$ cat src/rtl/uart_rx.sv
// UART receiver: 16x oversampled start/data/(parity)/stop deserialiser.
// Ports: clk, reset (sync, active-high), rx (async serial line), s_tick
//   (16x baud pulse) -> rx_done_tick strobe, dout, frame_err, parity_err.
// Optional feature: define UART_RX_PARITY_EN to add a parity bit after the
//   data bits (parameter PARITY_ODD selects odd parity, default even).
module uart_rx #(
    parameter int DBIT    = 8,
    parameter int SB_TICK = 16
`ifdef UART_RX_PARITY_EN
    ,
    parameter bit PARITY_ODD = 1'b0
`endif
) (
    input  logic            clk,
    input  logic            reset,
    input  logic            rx,
    input  logic            s_tick,
    output logic            rx_done_tick,
    output logic [DBIT-1:0] dout,
    output logic            frame_err,
    output logic            parity_err
);

    localparam int         OVS    = 16;
    localparam logic [4:0] S_MID  = 5'(OVS / 2 - 1);
    localparam logic [4:0] S_LAST = 5'(OVS - 1);
    localparam logic [4:0] S_STOP = 5'(SB_TICK - 1);
    localparam logic [3:0] N_LAST = 4'(DBIT - 1);

    typedef enum logic [2:0] {
        IDLE,
        START,
        DATA,
`ifdef UART_RX_PARITY_EN
        PARITY,
`endif
        STOP
    } state_t;

    state_t          state_q, state_d;
    logic [4:0]      s_q, s_d;
    logic [3:0]      n_q, n_d;
    logic [DBIT-1:0] b_q, b_d;
    logic [DBIT-1:0] dout_q, dout_d;
    logic            frame_err_q, frame_err_d;
    logic            done_q, done_d;
    logic            rx_meta_q, rx_meta_d;
    logic            rx_s_q, rx_s_d;
`ifdef UART_RX_PARITY_EN
    logic            par_bit_q, par_bit_d;
    logic            parity_err_q, parity_err_d;
`endif

    always_comb begin
        state_d     = state_q;
        s_d         = s_q;
        n_d         = n_q;
        b_d         = b_q;
        dout_d      = dout_q;
        frame_err_d = frame_err_q;
        done_d      = 1'b0;
        rx_meta_d   = rx;
        rx_s_d      = rx_meta_q;
`ifdef UART_RX_PARITY_EN
        par_bit_d    = par_bit_q;
        parity_err_d = parity_err_q;
`endif
        unique case (state_q)
            IDLE: begin
                // Falling edge detection runs every clk, not only on s_tick.
                if (!rx_s_q) begin
                    state_d = START;
                    s_d     = 5'd0;
                end
            end
            START: begin
                if (s_tick) begin
                    if (s_q == S_MID) begin
                        // Still low at the start-bit centre: a real frame.
                        if (!rx_s_q) begin
                            state_d = DATA;
                            s_d     = 5'd0;
                            n_d     = 4'd0;
                        end else begin
                            state_d = IDLE;
                        end
                    end else begin
                        s_d = s_q + 5'd1;
                    end
                end
            end
            DATA: begin
                if (s_tick) begin
                    if (s_q == S_LAST) begin
                        s_d = 5'd0;
                        b_d = {rx_s_q, b_q[DBIT-1:1]};
                        if (n_q == N_LAST) begin
`ifdef UART_RX_PARITY_EN
                            state_d = PARITY;
`else
                            state_d = STOP;
`endif
                        end else begin
                            n_d = n_q + 4'd1;
                        end
                    end else begin
                        s_d = s_q + 5'd1;
                    end
                end
            end
`ifdef UART_RX_PARITY_EN
            PARITY: begin
                if (s_tick) begin
                    if (s_q == S_LAST) begin
                        s_d       = 5'd0;
                        par_bit_d = rx_s_q;
                        state_d   = STOP;
                    end else begin
                        s_d = s_q + 5'd1;
                    end
                end
            end
`endif
            STOP: begin
                if (s_tick) begin
                    if (s_q == S_STOP) begin
                        state_d     = IDLE;
                        dout_d      = b_q;
                        frame_err_d = ~rx_s_q;
                        done_d      = 1'b1;
`ifdef UART_RX_PARITY_EN
                        parity_err_d = ((^b_q) ^ par_bit_q) != PARITY_ODD;
`endif
                    end else begin
                        s_d = s_q + 5'd1;
                    end
                end
            end
            default: state_d = IDLE;
        endcase
    end

    always_ff @(posedge clk) begin
        if (reset) begin
            state_q     <= IDLE;
            s_q         <= 5'd0;
            n_q         <= 4'd0;
            b_q         <= '0;
            dout_q      <= '0;
            frame_err_q <= 1'b0;
            done_q      <= 1'b0;
            rx_meta_q   <= 1'b1;
            rx_s_q      <= 1'b1;
`ifdef UART_RX_PARITY_EN
            par_bit_q    <= 1'b0;
            parity_err_q <= 1'b0;
`endif
        end else begin
            state_q     <= state_d;
            s_q         <= s_d;
            n_q         <= n_d;
            b_q         <= b_d;
            dout_q      <= dout_d;
            frame_err_q <= frame_err_d;
            done_q      <= done_d;
            rx_meta_q   <= rx_meta_d;
            rx_s_q      <= rx_s_d;
`ifdef UART_RX_PARITY_EN
            par_bit_q    <= par_bit_d;
            parity_err_q <= parity_err_d;
`endif
        end
    end

    assign rx_done_tick = done_q;
    assign dout         = dout_q;
    assign frame_err    = frame_err_q;
`ifdef UART_RX_PARITY_EN
    assign parity_err   = parity_err_q;
`else
    assign parity_err   = 1'b0;
`endif

endmodule

$ cat config.mk
export PLATFORM = sky130hd
export DESIGN_NAME = uart_rx
export DESIGN_NICKNAME = d
export VERILOG_FILES = /design/src/rtl/uart_rx.sv
export SDC_FILE = /design/constraint.sdc
export NUM_CORES = 1
export LEC_CHECK = 0
export ABC_AREA = 1
export CAP_MARGIN = 20
export CORE_MARGIN = 2
export CORE_UTILIZATION = 55
export CTS_BUF_LIST = sky130_fd_sc_hd__clkbuf_4
export DETAILED_ROUTE_END_ITERATION = 12
export PLACE_DENSITY_LB_ADDON = 0.1
export SYNTH_ARGS = -nofsm -noshare
export SYNTH_HDL_FRONTEND = slang
export SYNTH_SLANG_ARGS = --single-unit
$ cat constraint.sdc
create_clock -name clk -period 2.7 [get_ports clk]
set_clock_uncertainty 0.15 [all_clocks]
set_input_delay 0.54 -clock clk [delete_from_list [all_inputs] [get_ports clk]]
set_output_delay 0.54 -clock clk [all_outputs]
set_load 0.1 [all_outputs]
Word level (Yosys, flattened, before mapping)
Cells that the tools add are included.
Widths: inputs -> output; s select.

storage, ports and cells
  flip-flop bits (word level) = 32
  bits of input ports = 4
  output and inout bits = 11
  logic and storage cells = 66

operators by class
  add/subtract/negate cells = 2
  eq/ne operators = 17
  muxes and demuxes = 26
  bitwise operators = 3
  reductions and logical operators = 9

operators with widths
  cell                 count
  $mux 5               7
  $mux 3               8
  $mux 4               6
  $ne 2x2->1 const B   11
  $pmux 5 s4           1
  $pmux 3 s4           1
  $pmux 4 s2           1
  $reduce_and 8->1     1
  $reduce_and 7->1     1
  $eq 3x2->1 const B   2
  $reduce_and 3->1     2
  $add 5x1->5 const B  1
  $eq 5x3->1 const B   1
  $eq 5x4->1 const B   1
  $reduce_and 5->1     1
  $add 4x1->4 const B  1
  $eq 4x3->1 const B   1
  $reduce_bool 4->1    1
  $eq 3x1->1 const B   1
  $logic_not 3->1      1
  $not 1->1            3
  $reduce_or 3->1      1
  $mux 2               1
  $reduce_bool 2->1    1
  $mux 1               1

Logic depth before layout (Yosys ltp)
Gate-level depths: netlist of run 1.

  depth after elaboration = 5
  mapped depth = 11
  depth with buffers taken out = 11

Worst setup path after synthesis of run 1
OpenSTA, ideal clock, no wires.

  path kind = reg2out
  from = register dout_q[0] (netlist: dout[0])
  to = output port dout[0]
  arrival = 0.924 ns
  data required time = 2.010 ns
  path slack = 1.086 ns
  stages on the path, launching flop included = 1
  path buffers = 0
  cell sequence = dfxtp_1

RTL lines
  what                    line  text
  start, declared         44    logic [DBIT-1:0] dout_q, dout_d;
  start signal, assigned  163   dout_q <= dout_d;
  end, declared           19    output logic [DBIT-1:0] dout,

No word-level cell between the ends.

Worst setup path after layout of run 1
  from = register s_q[0]
  to = register b_q[7]

on the way
  word-level cells in the longest chain between the ends = 2

ends and longest elaborated chain
  what                               line  text
  start, declared                    41    logic [4:0] s_q, s_d;
  start signal, assigned             146   s_q <= 5'd0;
  start signal, assigned             160   s_q <= s_d;
  $eq 5x4->1                         94    if (s_q == S_LAST) begin
  $reduce_and 3->1 (no source line)  -
  end signal, assigned               148   b_q <= '0;
  end signal, assigned               162   b_q <= b_d;
  end, declared                      43    logic [DBIT-1:0] b_q, b_d;

Every way passes these cells.
A chain may end at the register's enable or synchronous reset.

==> results.sh, run 1 <==
export IMPL_vias=1263
export IMPL_ir_drop_uv=488
export IMPL_grt_overflow_total=0
export IMPL_setup_tns_ns=0
export IMPL_ys_seq_area_share_pct=42.0
export IMPL_leakage_nw=0.692
export IMPL_grt_pass1_vias=1117
export IMPL_area_growth_pct=11.8
export IMPL_synth_largest_area_cell="dfxtp_1"
export IMPL_fillers=239
export IMPL_max_freq_mhz=557
export IMPL_p_seq_share_pct=46.4
export IMPL_wl_mm=2.67
export IMPL_hold_path_class="reg -> reg"
export IMPL_finalCriticalPeriod_ns=1.79
export IMPL_pre_cts_ws_ns=0.625
export IMPL_start_util_pct=58.6
export IMPL_grt_max_degree=23
export IMPL_drc=0
export IMPL_core_area_um2=2520
export IMPL_synth_warnings=0
export IMPL_n_antenna_cell=0
export IMPL_slew_violations=0
export IMPL_rows=18
export IMPL_synth_cell_types=26
export IMPL_p_sw_share_pct=33.0
export IMPL_ctsHoldBuffers=0
export IMPL_antenna_found_initial=0
export IMPL_crit_fanout=16
export IMPL_clkPwrFrac_pct=31.3
export IMPL_ys_ff_latch=31
export IMPL_htreeDepth=2
export IMPL_cts_tree="built"
export IMPL_timing_final_ws_setup_ns=0.906
export IMPL_finalCritPeriodShare_pct=66.5
export IMPL_syn_avg_cell_area_um2=7.32
export IMPL_wl_per_cell_um=10.9
export IMPL_worstPathRequired_ns=2.77
export IMPL_clockBufferDepth=2
export IMPL_fin_nets=222
export IMPL_power_switching_uw=368
export IMPL_status="complete, no violations"
export IMPL_critical_path_max_stage_delay_ns=0.39
export IMPL_cp_start_kind="flop"
export IMPL_cts_setup_buffers=0
export IMPL_synth_cells=202
export IMPL_clkSlewWorstSetupHoldPaths_ns=0.10
export IMPL_die_x_um=55.9
export IMPL_worstMarginPinSlew_ns=0.551
export IMPL_vias_per_cell=5.13
export IMPL_slew_headroom_pct=63.3
export IMPL_layout_common_cells="nand2_1 (39), dfxtp_1 (31), inv_1 (29)"
export IMPL_io_pins=15
export IMPL_die_h_um=55.9
export IMPL_final_common_cell="nand2_1"
export IMPL_combPwrFrac_pct=22.3
export IMPL_final_setup_viol_count=0
export IMPL_internal_power_uw=746
export IMPL_drive_above_1_share_pct=17.1
export IMPL_critPathKind="reg -> reg"
export IMPL_cap_violations=0
export IMPL_clk_latency_ns=0.33
export IMPL_critPathCaptureType="flop"
export IMPL_arrival_ns=1.86
export IMPL_rsz0062_at_grt="no"
export IMPL_place_congestion=0.867
export IMPL_grt_use_total_pct=18.6
export IMPL_final_antenna_net_count=0
export IMPL_power_density_nw_per_um2=674
export IMPL_synthesis_nets=209
export IMPL_finalHoldViolCount=0
export IMPL_cts_root_buf="clkbuf_4"
export IMPL_drt_first_iter_violations=37
export IMPL_first_pass_iters=4
export IMPL_cts_made_buffers=5
export IMPL_cts_resized=0
export IMPL_place_hpwl_mm=1.96
export IMPL_cts_sinks=31
export IMPL_grt_pass1_wl_mm=4.53
export IMPL_die_area_um2=3120
export IMPL_cp_slowest_cell="dfxtp_1"
export IMPL_worstPathCellList="ha_1 -> nand4_1 -> inv_2 -> nand3_2 -> o21ai_0 -> a21oi_1"
export IMPL_numPortBuffers=13
export IMPL_synth_area_top_cells="dfxtp_1 (42%), nand2_1 (9.9%), a21oi_1 (8.8%)"
export IMPL_syn_cell_area_um2=1480
export IMPL_yosys_area_top_type_share_pct=42.0
Yosys cell counts, drive strengths merged:
cell type   n
o21ai      20
a22oi       1
a21oi      27
inv        34
nor2       14
buf         5
ha          3
nand3      12
nand2      44
conb        1
or2         3
nand4       3
clkbuf      3
and2        1
dfxtp      31
power by group through the flow:
stage | clock network [mW] | logic (mW) | registers, mW
after floorplan | 0 | 0.253 | 0.494
after global placement | 0 | 0.245 | 0.527
after detailed placement | 0 | 0.249 | 0.528
after CTS | 0.356 | 0.250 | 0.518
after global routing | 0.380 | 0.281 | 0.522
final | 0.349 | 0.249 | 0.517
through the flow:
| stage | area, µm² | hold WS [ns] | std cells | util [%] | power, mW |
|---|---|---|---|---|---|
| 3_5_place_dp | 1580 | 0.253 | 238 | 62.5 | 0.777 |
| 3_3_place_gp | 1580 | 0.243 | 238 | 62.5 | 0.772 |
| 6_report | 1650 | 0.273 | 246 | 65.6 | 1.11 |
| 5_1_grt | 1650 | 0.286 | 246 | 65.6 | 1.18 |
| 4_1_cts | 1650 | 0.278 | 246 | 65.6 | 1.12 |
| 2_1_floorplan | 1480 | 0.239 | 202 | - | 0.747 |
cell families after synthesis:
kind of cell               count (synthesis)  share of synthesized area, %
other                                      1                         0.254
AOI/OAI and AO/OA                         48                          16.7
and+or+nand+nor                           77                          26.3
DFF                                       31                          42.0
buffers and inverters                     42                          12.3
adders and majority gates                  3                          2.54
worst paths after layout:
path / cells after the start / slack, ns / from / endpoint
setup reg to reg: 6 / 0.91 / s_q[0] / b_q[7]
hold reg to reg: 1 / 0.27 / rx_meta_q / rx_s_q
hold / removal: 1 / 0.27 / rx_meta_q / rx_s_q
setup / recovery: 6 / 0.91 / s_q[0] / b_q[7]
sequential cells by signal (all words and copies together) (netlist names):
signal and flops:
b_q 8, state_q 2, frame_err 1, s_q 5
rx_done_tick 1, n_q 4, rx_s_q 1, dout 8
rx_meta_q 1
worst max-delay path, delay by kind of cell, from the launching register on:
family	cells	cell delay (ns)
AO/OA/AOI/OAI	2	0.32
adder cells (fa/ha/maj)	1	0.20
buffers and inverters	1	0.15
flip-flops	1	0.39
AND/OR/NAND/NOR	2	0.47
area by class of cell:
type	count	area (µm²)	share of cell area, %
Inverter	34	130	7.87
Multi-Input combinational cell	129	677	40.9
Clock inverter	3	38.8	2.34
Tap cell	30	37.5	2.27
Sequential cell	31	621	37.5
Timing Repair Buffer	14	113	6.81
Clock buffer	5	37.5	2.27
per-layer routing:
layer  vias up  track usage, %  share of wire (%)
met5         -               0                  0
met4         0            8.16                1.3
met3         6            7.67                5.9
met2        32            28.1                 45
met1       557            23.5                 48
li1        668               -                  -
Note: power is estimated with default switching activity, not from simulation.
==> run 2, diff against run 1 <==
- clock period: 2.7 -> 1.74 ns (I/O delays scaled with it)
==> results.sh, run 2 (same netlist as run 1, synthesis figures left out) <==
export IMPL_status="complete, no violations"
export IMPL_grt_pass1_wl_mm=4.93
export IMPL_drive_above_1_share_pct=24.6
export IMPL_final_setup_viol_count=0
export IMPL_io_pins=15
export IMPL_arrival_ns=1.81
export IMPL_cts_tree="built"
export IMPL_drc=0
export IMPL_critical_path_max_stage_delay_ns=0.38
export IMPL_r2r_setup_slack_ns=0.05
export IMPL_die_x_um=55.9
export IMPL_place_inst=244
export IMPL_cp_slowest_cell="dfxtp_4"
export IMPL_slew_headroom_pct=59.9
export IMPL_ir_drop_uv=768
export IMPL_first_pass_iters=4
export IMPL_worst_r2r_path_depth=6
export IMPL_htreeDepth=2
export IMPL_cts_root_buf="clkbuf_4"
export IMPL_numPortBuffers=13
export IMPL_cp_start_kind="flop"
export IMPL_power_density_nw_per_um2=952
export IMPL_vias=1326
export IMPL_critPathKind="reg -> reg"
export IMPL_final_common_cell="nand2_1"
export IMPL_finalCriticalPeriod_ns=1.69
export IMPL_clkSlewWorstSetupHoldPaths_ns=0.10
export IMPL_layout_cells_non_filler=254
export IMPL_crit_fanout=6
export IMPL_worstPathRequired_ns=1.86
export IMPL_grt_pass1_vias=1153
export IMPL_layout_common_cells="nand2_1 (38), inv_1 (29), dfxtp_1 (28)"
export IMPL_crit_family="buffers and inverters"
export IMPL_cts_setup_buffers=0
export IMPL_final_antenna_net_count=0
export IMPL_critPathCaptureType="flop"
export IMPL_setup_tns_ns=0
export IMPL_max_freq_mhz=591
export IMPL_slew_violations=0
export IMPL_drt_first_iter_violations=61
export IMPL_finalCritPeriodShare_pct=97.2
export IMPL_wl_per_cell_um=11.9
export IMPL_min_path_cells=1
export IMPL_grt_max_degree=23
export IMPL_final_hold_worst_slack_ns=0.281
export IMPL_cap_violations=0
export IMPL_cts_made_buffers=5
export IMPL_leakage_nw=0.775
export IMPL_cp_depth=6
export IMPL_place_congestion=0.866
export IMPL_antenna_found_initial=0
export IMPL_rows=18
export IMPL_p_total_mw=1.82
export IMPL_area_growth_pct=29.5
export IMPL_grt_overflow_total=0
export IMPL_worstPathCellList="ha_4 -> nand4_1 -> inv_2 -> nand4_4 -> buf_6 -> a21oi_1"
export IMPL_fin_nets=230
export IMPL_n_antenna_cell=0
export IMPL_path_buf_inv=2
export IMPL_hold_path_class="reg -> reg"
export IMPL_cts_sinks=31
export IMPL_die_area_um2=3120
export IMPL_clk_latency_ns=0.33
export IMPL_start_util_pct=58.6
export IMPL_die_h_um=55.9
export IMPL_grt_use_total_pct=19.8
export IMPL_clockBufferDepth=2
export IMPL_finalHoldViolCount=0
export IMPL_core_area_um2=2520
export IMPL_worstMarginPinSlew_ns=0.600
export IMPL_place_hpwl_mm=2.03
export IMPL_wl_mm=3.03
export IMPL_vias_per_cell=5.22
## run 2: final cells by class
cell class	count	area (µm²)
Sequential cell	31	629
Clock buffer	5	37.5
Tap cell	30	37.5
Multi-Input combinational cell	131	749
Clock inverter	3	38.8
Fill cell	197	607
Timing Repair Buffer	20	293
Inverter	34	130
## run 2: per-layer routing
| layer | GRT usage [%] | vias to the layer above | share of wire [%] |
|---|---|---|---|
| li1 | - | 690 | - |
| met3 | 6.74 | 6 | 5.8 |
| met5 | 0 | - | 0 |
| met1 | 26.9 | 597 | 47 |
| met4 | 7.14 | 0 | 1.3 |
| met2 | 29.1 | 33 | 46 |
## run 2: worst paths after layout
path	start	to
worst max-delay path	s_q[0]	dout[2]
worst min register to register	rx_meta_q	rx_s_q
worst max register to register	s_q[0]	dout[2]
worst min-delay path	rx_meta_q	rx_s_q
## run 2: per-stage QoR
step	worst slack (ns)	cell area, µm²	utilization (%)
floorplan	0.241	1480	-
global placement	-0.0923	1750	69.3
detailed placement	-0.161	1750	69.3
CTS	0.0418	1830	72.6
global route	-0.0227	1920	75.9
finish	0.0480	1920	75.9
## run 2: power breakdown
part	total, mW	internal [mW]	switching, mW
clock network	0.546	0.295	0.251
registers	0.795	0.740	0.0553
logic	0.483	0.176	0.307
total	1.82	1.21	0.613
## run 2: worst register-to-register path: stages, from the launching register on
cell,delay (ns)
dfxtp_4,0.38
ha_4,0.13
nand4_1,0.22
inv_2,0.25
nand4_4,0.18
buf_6,0.19
a21oi_1,0.13
## run 2: what timing repair did
action | in CTS | in global routing
cloned | 0 | 2
hold endpoints to repair | 0 | 0
hold buffers | 0 | 0
endpoints found under the setup margin | 4 | 22
gates resized for setup | 1 | 25
pin swaps | 0 | 4
==> run 3, diff against run 2 <==
==> constraint.sdc (replaced) <==
create_clock -name clk -period 1.74 [get_ports clk]
set_clock_uncertainty 0.15 [all_clocks]
set_input_delay 0.261 -clock clk [delete_from_list [all_inputs] [get_ports clk]]
set_output_delay 0.261 -clock clk [all_outputs]
set_load 0.1 [all_outputs]
==> results.sh, run 3 (same netlist as run 1, synthesis figures left out) <==
export IMPL_status="complete, no violations"
export IMPL_die_h_um=55.9
export IMPL_final_setup_viol_count=0
export IMPL_drt_first_iter_violations=51
export IMPL_arrival_ns=1.74
export IMPL_numPortBuffers=13
export IMPL_die_area_um2=3120
export IMPL_antenna_found_initial=0
export IMPL_drive_above_1_share_pct=22.0
export IMPL_layout_common_cells="nand2_1 (38), inv_1 (29), dfxtp_1 (28)"
export IMPL_place_congestion=0.924
export IMPL_io_pins=15
export IMPL_clkSlewWorstSetupHoldPaths_ns=0.10
export IMPL_wl_met2_mm=1.42
export IMPL_grt_pass1_wl_mm=5.13
export IMPL_final_antenna_net_count=0
export IMPL_wl_mm=2.99
export IMPL_fin_nets=229
export IMPL_critPathCaptureType="flop"
export IMPL_finalCriticalPeriod_ns=1.66
export IMPL_timing_final_ws_setup_ns=0.0841
export IMPL_vias_per_cell=5.31
export IMPL_power_density_nw_per_um2=975
export IMPL_cp_slowest_cell="dfxtp_2"
export IMPL_grt_overflow_total=0
export IMPL_first_pass_iters=6
export IMPL_grt_pass1_vias=1222
export IMPL_final_util_pct=74.4
export IMPL_route_met3_wl_um=136
export IMPL_clk_latency_ns=0.34
export IMPL_seq_area_um2=624
export IMPL_start_util_pct=58.6
export IMPL_fillers=210
export IMPL_top_layer="met4"
export IMPL_cts_made_buffers=5
export IMPL_cp_start_kind="flop"
export IMPL_met1_length_mm=1.40
export IMPL_vias=1343
export IMPL_multi_input_area_um2=692
export IMPL_ctsHoldBuffers=0
export IMPL_cts_tree="built"
export IMPL_finalHoldViolCount=0
export IMPL_place_hpwl_mm=2.23
export IMPL_htreeDepth=2
export IMPL_area_growth_pct=26.8
export IMPL_crit_fanout=7
export IMPL_pre_cts_ws_ns=-0.0544
export IMPL_cpMostUsedCell="nand2_1"
export IMPL_critPathKind="reg -> reg"
export IMPL_finalCritPeriodShare_pct=95.2
export IMPL_drc=0
export IMPL_grt_max_degree=23
export IMPL_worstPathRequired_ns=1.82
export IMPL_grt_use_total_pct=20.9
export IMPL_slew_violations=0
export IMPL_setup_tns_ns=0
export IMPL_leakage_nw=0.759
export IMPL_max_freq_mhz=604
export IMPL_final_common_cell="nand2_1"
export IMPL_worstPathCellList="ha_4 -> nand4_1 -> buf_4 -> nand2_1 -> nand2_2 -> nor2_8 -> inv_1 -> nand2_1 -> a21oi_1"
export IMPL_ir_drop_uv=721
export IMPL_cts_sinks=31
export IMPL_cap_violations=0
export IMPL_cts_root_buf="clkbuf_4"
export IMPL_wl_per_cell_um=11.8
export IMPL_rows=18
export IMPL_clockBufferDepth=2
export IMPL_hold_path_class="reg -> reg"
export IMPL_n_antenna_cell=0
export IMPL_core_area_um2=2520
export IMPL_die_x_um=55.9
export IMPL_critical_path_max_stage_delay_ns=0.37
[run 3: changes by cell type in the layout (fill, tap and decap cells not counted), moves of 2 or more]
cell     previous run  this run
a21oi_1            22        26
buf_12             10        12
dfxtp_4             2         0
buf_6               2         0
o21ai_1            10         3
a21oi_2             5         1
dfxtp_2             1         3
o21ai_0             9        17
[run 3: area by class of cell]
| type | instances | area share, % |
|---|---|---|
| Timing Repair Buffer | 21 | 16.8 |
| Clock buffer | 5 | 2.00 |
| Clock inverter | 3 | 2.07 |
| Tap cell | 30 | 2.00 |
| Multi-Input combinational cell | 129 | 36.9 |
| Sequential cell | 31 | 33.3 |
| Inverter | 34 | 6.94 |
[run 3: stage by stage]
step,hold WS (ns),std cells,area (µm²),power (mW)
floorplan,0.215,202,1480,1.16
global placement,0.242,245,1780,1.26
detailed placement,0.247,245,1780,1.27
CTS,0.272,253,1860,1.82
global route,0.306,253,1880,1.92
finish,0.269,253,1880,1.83
[run 3: where the power goes]
group | internal (mW) | leakage (nW) | switching (mW) | total, mW
logic | 0.183 | 0.465 | 0.304 | 0.487
registers | 0.740 | 0.252 | 0.0528 | 0.793
clock network | 0.295 | 0.0426 | 0.254 | 0.549
total | 1.22 | 0.759 | 0.611 | 1.83
[run 3: per-layer routing]
layer,vias up,GRT usage [%]
met5,-,0
met4,0,11.2
met3,3,5.12
met2,40,33.8
met1,615,25.5
li1,685,-
[run 3: repair_timing]
item,CTS,global route
setup endpoints to repair,0,25
gates resized for setup,0,6
setup buffers,0,0
[run 3: final timing paths]
check / to / startpoint / slack (ns) / cells past startpoint
max: n_q[2] / s_q[1] / 0.08 / 9
min: rx_s_q / rx_meta_q / 0.27 / 1
max reg2reg: n_q[2] / s_q[1] / 0.08 / 9
min reg2reg: rx_s_q / rx_meta_q / 0.27 / 1
[run 3: critical path: cells and delay by family, from the launching register on]
| family | cells | cell delay [ns] |
|---|---|---|
| DFF | 1 | 0.37 |
| and+or+nand+nor | 5 | 0.54 |
| buffers and inverters | 2 | 0.29 |
| AOI/OAI and AO/OA | 1 | 0.05 |
| adders and majority gates | 1 | 0.14 |
